`src/rtl/pxs_fronton_ctrl_if.sv`:
```
// pxs_fronton_ctrl_if: VGA stream, buttons and game-state outputs of the Fronton sequencer
interface pxs_fronton_ctrl_if;
  logic [22:0] VGAStr_i;
  logic        leftButton;
  logic        rightButton;
  logic        startButton;
  logic [9:0]  ball_x;
  logic [9:0]  ball_y;
  logic [9:0]  paddle_x;
  logic [3:0]  speed;
  logic [7:0]  score;
  logic [1:0]  lives;
  logic [2:0]  state;
  logic        frame_tick;
  modport master (
    output VGAStr_i, leftButton, rightButton, startButton,
    input  ball_x, ball_y, paddle_x, speed, score, lives, state, frame_tick
  );
  modport slave (
    input  VGAStr_i, leftButton, rightButton, startButton,
    output ball_x, ball_y, paddle_x, speed, score, lives, state, frame_tick
  );
endinterface

```
`src/rtl/pxs_fronton_ctrl.sv`:
```
// pxs_fronton_ctrl: Fronton game sequencer, advancing once per frame at the last visible pixel
module pxs_fronton_ctrl #(
  parameter int BALL_W         = 8,
  parameter int BALL_H         = 10,
  parameter int PADDLE_W       = 64,
  parameter int PADDLE_Y       = 440,
  parameter int SPEED_INIT     = 2,
  parameter int SPEED_MAX      = 8,
  parameter int HITS_PER_LEVEL = 4,
  parameter int LIVES_INIT     = 3,
  parameter int SERVE_FRAMES   = 60
) (
  input logic              px_clk,
  input logic              reset,
  pxs_fronton_ctrl_if.slave g
);
  typedef enum logic [2:0] {IDLE = 3'd0, SERVE = 3'd1, PLAY = 3'd2, MISS = 3'd3, OVER = 3'd4} state_e;
  localparam logic [9:0]  X0 = 10'd316, Y0 = 10'd100, P0 = 10'd288;
  localparam logic [9:0]  X_R = 10'(640 - BALL_W), Y_HIT = 10'(PADDLE_Y - BALL_H), Y_MISS = 10'(480 - BALL_H);
  localparam logic [9:0]  P_R = 10'(640 - PADDLE_W);
  localparam logic [10:0] XMAX = 11'(640 - BALL_W), YMAX = 11'(480 - BALL_H), PMAX = 11'(640 - PADDLE_W);
  localparam logic [10:0] PY = 11'(PADDLE_Y), BW = 11'(BALL_W), BH = 11'(BALL_H), PW = 11'(PADDLE_W);
  state_e      st_q, st_d;
  logic [9:0]  bx_q, bx_d, by_q, by_d, px_q, px_d;
  logic [3:0]  spd_q, spd_d;
  logic [7:0]  sc_q, sc_d, hit_q, hit_d, srv_q, srv_d;
  logic [1:0]  lv_q, lv_d, l_q, r_q, s_q;
  logic        dx_q, dx_d, dy_q, dy_d, tick_q;
  logic        endframe, l, r, s, hit, lvl_up;
  logic [10:0] bx, by, px, sp, byh;
  // XC occupies bits [19:10] and YC bits [9:0] of the VGA stream
  assign endframe = g.VGAStr_i[19:10] == 10'd639 && g.VGAStr_i[9:0] == 10'd479;
  assign {l, r, s} = {l_q[1], r_q[1], s_q[1]};
  assign bx  = {1'b0, bx_q};
  assign by  = {1'b0, by_q};
  assign px  = {1'b0, px_q};
  assign sp  = {7'd0, spd_q};
  assign byh = by + BH;
  assign hit = byh <= PY && byh + sp >= PY && bx + BW > px && bx < px + PW;
  assign lvl_up = hit_q + 8'd1 == 8'(HITS_PER_LEVEL);
  always_comb begin
    st_d = st_q; bx_d = bx_q; by_d = by_q; px_d = px_q; spd_d = spd_q; sc_d = sc_q;
    hit_d = hit_q; srv_d = srv_q; lv_d = lv_q; dx_d = dx_q; dy_d = dy_q;
    if (endframe) begin
      if (st_q == SERVE || st_q == PLAY || st_q == MISS)
        px_d = (l && !r) ? (px < 11'd2 ? 10'd0 : px_q - 10'd2)
             : (r && !l) ? (px + 11'd2 > PMAX ? P_R : px_q + 10'd2) : px_q;
      case (st_q)
        IDLE: if (s) begin st_d = SERVE; srv_d = 8'(SERVE_FRAMES); end
        SERVE: begin
          bx_d = X0; by_d = Y0; dx_d = 1'b1; dy_d = 1'b1;
          srv_d = srv_q - 8'd1;
          if (srv_q == 8'd1) st_d = PLAY;
        end
        PLAY: begin
          if (dx_q) begin
            bx_d = bx + sp > XMAX ? X_R : bx_q + 10'(spd_q);
            dx_d = !(bx + sp > XMAX);
          end else begin
            bx_d = bx < sp ? 10'd0 : bx_q - 10'(spd_q);
            dx_d = bx < sp;
          end
          if (!dy_q) begin
            by_d = by < sp ? 10'd0 : by_q - 10'(spd_q);
            dy_d = by < sp;
          end else if (hit) begin
            by_d  = Y_HIT;
            dy_d  = 1'b0;
            sc_d  = &sc_q ? sc_q : sc_q + 8'd1;
            hit_d = lvl_up ? 8'd0 : hit_q + 8'd1;
            if (lvl_up && spd_q < 4'(SPEED_MAX)) spd_d = spd_q + 4'd1;
          end else if (by + sp >= YMAX) begin
            by_d = Y_MISS;
            st_d = MISS;
          end else by_d = by_q + 10'(spd_q);
        end
        MISS: begin
          lv_d  = lv_q - 2'd1;
          st_d  = lv_q == 2'd1 ? OVER : SERVE;
          srv_d = 8'(SERVE_FRAMES);
        end
        OVER: if (s) begin
          st_d = SERVE; sc_d = 8'd0; lv_d = 2'(LIVES_INIT); spd_d = 4'(SPEED_INIT);
          hit_d = 8'd0; srv_d = 8'(SERVE_FRAMES);
        end
        default: st_d = IDLE;
      endcase
    end
  end
  always_ff @(posedge px_clk) begin
    if (reset) begin
      st_q <= IDLE; bx_q <= X0; by_q <= Y0; px_q <= P0; spd_q <= 4'(SPEED_INIT);
      sc_q <= 8'd0; hit_q <= 8'd0; srv_q <= 8'd0; lv_q <= 2'(LIVES_INIT);
      dx_q <= 1'b1; dy_q <= 1'b1; tick_q <= 1'b0;
      l_q <= 2'd0; r_q <= 2'd0; s_q <= 2'd0;
    end else begin
      st_q <= st_d; bx_q <= bx_d; by_q <= by_d; px_q <= px_d; spd_q <= spd_d;
      sc_q <= sc_d; hit_q <= hit_d; srv_q <= srv_d; lv_q <= lv_d;
      dx_q <= dx_d; dy_q <= dy_d; tick_q <= endframe;
      l_q <= {l_q[0], g.leftButton};
      r_q <= {r_q[0], g.rightButton};
      s_q <= {s_q[0], g.startButton};
    end
  end
  assign g.ball_x     = bx_q;
  assign g.ball_y     = by_q;
  assign g.paddle_x   = px_q;
  assign g.speed      = spd_q;
  assign g.score      = sc_q;
  assign g.lives      = lv_q;
  assign g.state      = st_q;
  assign g.frame_tick = tick_q;
endmodule

```
`src/flat_wrapper.sv`:
```
// flat-port wrapper written by rule: the top's interface ports become plain ports
module pxs_fronton_ctrl_flat 
#(
  parameter int BALL_W         = 8,
  parameter int BALL_H         = 10,
  parameter int PADDLE_W       = 64,
  parameter int PADDLE_Y       = 440,
  parameter int SPEED_INIT     = 2,
  parameter int SPEED_MAX      = 8,
  parameter int HITS_PER_LEVEL = 4,
  parameter int LIVES_INIT     = 3,
  parameter int SERVE_FRAMES   = 60
)
  (px_clk, reset, g_VGAStr_i, g_leftButton, g_rightButton, g_startButton, g_ball_x, g_ball_y, g_paddle_x, g_speed, g_score, g_lives, g_state, g_frame_tick);
  pxs_fronton_ctrl_if g_i ();
  input logic px_clk;
  input logic reset;
  input wire logic [$bits(g_i.VGAStr_i)-1:0] g_VGAStr_i;
  input wire logic [$bits(g_i.leftButton)-1:0] g_leftButton;
  input wire logic [$bits(g_i.rightButton)-1:0] g_rightButton;
  input wire logic [$bits(g_i.startButton)-1:0] g_startButton;
  output wire logic [$bits(g_i.ball_x)-1:0] g_ball_x;
  output wire logic [$bits(g_i.ball_y)-1:0] g_ball_y;
  output wire logic [$bits(g_i.paddle_x)-1:0] g_paddle_x;
  output wire logic [$bits(g_i.speed)-1:0] g_speed;
  output wire logic [$bits(g_i.score)-1:0] g_score;
  output wire logic [$bits(g_i.lives)-1:0] g_lives;
  output wire logic [$bits(g_i.state)-1:0] g_state;
  output wire logic [$bits(g_i.frame_tick)-1:0] g_frame_tick;
  assign g_i.VGAStr_i = g_VGAStr_i;
  assign g_i.leftButton = g_leftButton;
  assign g_i.rightButton = g_rightButton;
  assign g_i.startButton = g_startButton;
  assign g_ball_x = g_i.ball_x;
  assign g_ball_y = g_i.ball_y;
  assign g_paddle_x = g_i.paddle_x;
  assign g_speed = g_i.speed;
  assign g_score = g_i.score;
  assign g_lives = g_i.lives;
  assign g_state = g_i.state;
  assign g_frame_tick = g_i.frame_tick;
  pxs_fronton_ctrl #(.BALL_W(BALL_W), .BALL_H(BALL_H), .PADDLE_W(PADDLE_W), .PADDLE_Y(PADDLE_Y), .SPEED_INIT(SPEED_INIT), .SPEED_MAX(SPEED_MAX), .HITS_PER_LEVEL(HITS_PER_LEVEL), .LIVES_INIT(LIVES_INIT), .SERVE_FRAMES(SERVE_FRAMES)) u_core (.px_clk(px_clk), .reset(reset), .g(g_i));
endmodule
```
`config.mk`:
```
export PLATFORM = sky130hd
export DESIGN_NAME = pxs_fronton_ctrl_flat
export DESIGN_NICKNAME = d
export VERILOG_FILES = /design/src/rtl/pxs_fronton_ctrl_if.sv /design/src/rtl/pxs_fronton_ctrl.sv /design/src/flat_wrapper.sv
export SDC_FILE = /design/constraint.sdc
export NUM_CORES = 1
export LEC_CHECK = 0
export CAP_MARGIN = 20
export CELL_PAD_IN_SITES_DETAIL_PLACEMENT = 1
export CELL_PAD_IN_SITES_GLOBAL_PLACEMENT = 2
export CORE_ASPECT_RATIO = 0.5
export CORE_MARGIN = 2
export CORE_UTILIZATION = 33
export CTS_CLUSTER_SIZE = 20
export DETAILED_ROUTE_END_ITERATION = 12
export HOLD_SLACK_MARGIN = 0.15
export PLACE_DENSITY_LB_ADDON = 0.05
export SLEW_MARGIN = 10
export SYNTH_ARGS = -nofsm -noshare
export SYNTH_HDL_FRONTEND = slang
export SYNTH_SLANG_ARGS = --single-unit
```
`constraint.sdc`:
```
create_clock -name px_clk -period 4.4 [get_ports px_clk]
set_input_delay 0.66 -clock px_clk [delete_from_list [all_inputs] [get_ports px_clk]]
set_output_delay 0.66 -clock px_clk [all_outputs]
set_load 0.05 [all_outputs]
```
==> impl_metrics.toml <==
[power_and_ir_drop]
power.share.switching_pct = 23.7
switching_power_uw = 373
power.share.sequential_pct = 41.6
p_per_area_nw_per_um2 = 211
p_comb_share_pct = 5.9
p_int_uw = 1200
cellLeakagePower_uw = 0.00277
ir_drop_uv = 172
p_clk_share_pct = 52.4

[floorplan]
die_area_sq_um = 20100
core-area_sq_um = 18400
die_h_microns = 101
chipWidth_microns = 198
initial_utilization_pct = 33.8
num_rows = 35
io_pins = 76

[run_status]
status = "finished clean"

[cts]
postCtsHoldBufs = 0
cts_resized = 0
cts_tree = "yes"
post_cts_buffers = 0
path_clk_slew_ps = 60
numCtsBuffers = 9
clock_latency_ps = 350
cts_max_level = 3
cts_root_buf = "clkbuf_16"
clock_sinks = 71
cts.path.max_buffers = 2

[critical_path]
r2r-start = "u_core.g.ball_x[4]"
required_ps = 4670
crit_arrival_ps = 4240
crit_path_start_kind = "flop"
cp-end-kind = "flop"
startpoint = "u_core.g.ball_x[4]"
crit_type = "reg2reg"
cp_max_fo = 23

[grt]
antenna_found_initial = 0
grt_pass1_wl_microns = 33900
grt_usage_pct = 21.3
overflow = 0
grt_max_degree = 42
first_global_vias = 6278

[logic_synthesis]
synth.distinct_cells = 84
yosysSeqAreaShare_pct = 22.8
yosysWarnings = 0
synthMuxAreaShare_pct = 1.73
synth.top_cell.area_share_pct = 22.8
ys.flop_type = "dfxtp_1"
syn-instance-count = 820
syn_avg_cell_area_sq_um = 7.59
synth_top_family_by_area = "compound AO/OA/AOI/OAI gates"
ys_async_sr_fraction_pct = 0
synthTopCellsByCount = "78 x nor2_1, 71 x dfxtp_1, 61 x a21oi_1"
synth_area_leader_cell = "dfxtp_1"
syn_nets = 901
yosys-top-cells-area = "dfxtp_1 23%, ha_1 9.6%, a21oi_1 4.9%"
synthAdderAreaFrac_pct = 11.3
synth_compound_area_share_pct = 26.5
synth_edf_count = 0
synthesis.area_sq_um = 6230
synth_most_common_cell = "nor2_1"
ys_seq_elements = 71
synthXorXnorAreaFrac_pct = 4.92
yosys.area_share.simple_pct = 26.3

[drt]
drc_errors = 0
via_per_inst = 5.53
vias = 6253
routedWlPerCell_microns = 18.2
wirelength_microns = 20600
ant_nets = 0
drt-initial-drc-count = 224
first_pass_iters = 4

[cells_and_area]
syn2layout_area_growth_pct = 20.1
multi_input_area_sq_um = 4410
fin_util_pct = 40.6
seq_area_sq_um = 1420
nets = 948
num_antenna_cells = 0
drive_above_1_share_pct = 7.45
n_fill_cell = 2245

[placement]
place.gp.congestion = 0.823
hpwl_microns = 15400
post-place-ws_ps = 471
port_buffers = 71

[sta]
finalHoldViolations = 0
rsz0062_at_grt = "false"
min_period_ps = 3970
skew_ps = 8.67
relSlewSlack_pct = 34.4
worstMarginPinSlew_ps = 980
worst_slack_ps = 434
setup_viol = 0
max_freq_ghz = 0.252
min_period_over_period_pct = 90.1
hold_slack_ps = 438
drv_slew = 0
finalSetupTns_ps = 0

[run]
cap_viol_max_count = 0

[worst_hold_path]
min-delay-start = "u_core.l_q[0]"
hp-class = "reg2reg"
[cell usage in the layout (no fill, tap or decap), types with 4 or more instances in the layout]
cell type,count
a211o_1,4
a211oi_1,14
a21boi_0,6
a21o_1,8
a21oi_1,61
a221o_1,4
a22o_1,10
a31oi_1,8
and3_1,12
buf_4,19
clkbuf_16,9
clkdlybuf4s50_1,70
dfxtp_1,71
fa_1,5
ha_1,48
inv_1,39
mux2i_1,7
nand2_1,53
nand2b_1,13
nand3_1,42
nand4_1,9
nand4b_1,6
nor2_1,78
nor2b_1,19
nor3_1,29
nor4_1,8
o211a_1,4
o211ai_1,8
o21a_1,7
o21ai_0,40
o221ai_1,4
o2bb2ai_1,7
o31ai_1,5
or2_2,8
or3_1,14
or4_1,8
xnor2_1,26
xor2_1,9
[power by group through the flow]
stage / clock, uW / sequential, uW / combinational, uW
after floorplan: 0 / 676 / 45.4
after global placement: 0 / 670 / 92.5
after detailed placement: 0 / 670 / 93.8
after CTS: 847 / 655 / 94.2
after global routing: 876 / 656 / 103
final: 825 / 656 / 93.3
[layout make-up]
class | count | area share (%)
well taps | 259 | 4.33
inverters | 39 | 1.96
multi-input cells | 656 | 59.0
repair buffers | 90 | 11.3
clock inverters | 5 | 1.09
flip-flops and latches | 71 | 19.0
clock buffers | 11 | 3.25
[layer usage]
| metal | global-route usage (%) | vias up | routed length (microns) |
|---|---|---|---|
| met5 | 0 | - | 0 |
| met1 | 30.5 | 3078 | 10700 |
| met2 | 34.3 | 74 | 9220 |
| li1 | - | 3093 | - |
| met3 | 3.66 | 8 | 562 |
| met4 | 3.24 | 0 | 95 |
[worst paths after layout]
| check | to | slack (ps) | cells past startpoint |
|---|---|---|---|
| max | u_core.g.speed[2] | 430 | 12 |
| min | u_core.l_q[1] | 440 | 1 |
| max reg2reg | u_core.g.speed[2] | 430 | 12 |
| min reg2reg | u_core.l_q[1] | 440 | 1 |
[stage by stage]
step,power [uW],instances,instance area [sq um]
after floorplan,721,820,6230
after global placement,762,1115,7150
after detailed placement,764,1115,7150
after CTS,1600,1131,7480
after global routing,1640,1131,7480
final,1570,1131,7480
[worst max-delay path, cell delays in order (launching register included)]
cell and delay (ps):
dfxtp_1 660, ha_1 320, nand3_1 110, xnor2_1 150, ha_1 320, o211a_1 140, o21ai_0 70, a311o_1 330
o221ai_1 210, and4_4 360, o211ai_2 410, or4_1 650, a21oi_1 160
[flip-flops by register name (all words and copies together), names as in the netlist, 3 cells and up]
signal / flops
u_core.g.ball_x: 10
u_core.g.ball_y: 10
u_core.g.paddle_x: 9
u_core.g.score: 8
u_core.g.speed: 4
u_core.g.state: 3
u_core.hit_q: 8
u_core.srv_q: 8
[cells by family (layout without fill, tap and decap cells)]
family,Yosys count,after routing
AOI/OAI and AO/OA,238,238
DFF,71,71
adders and majority gates,53,53
and+or+nand+nor,319,319
buffers and inverters,93,145
other,1,1
muxes,10,10
xor gates and xnor gates,35,35
Note: power is estimated with default switching activity, not from simulation.
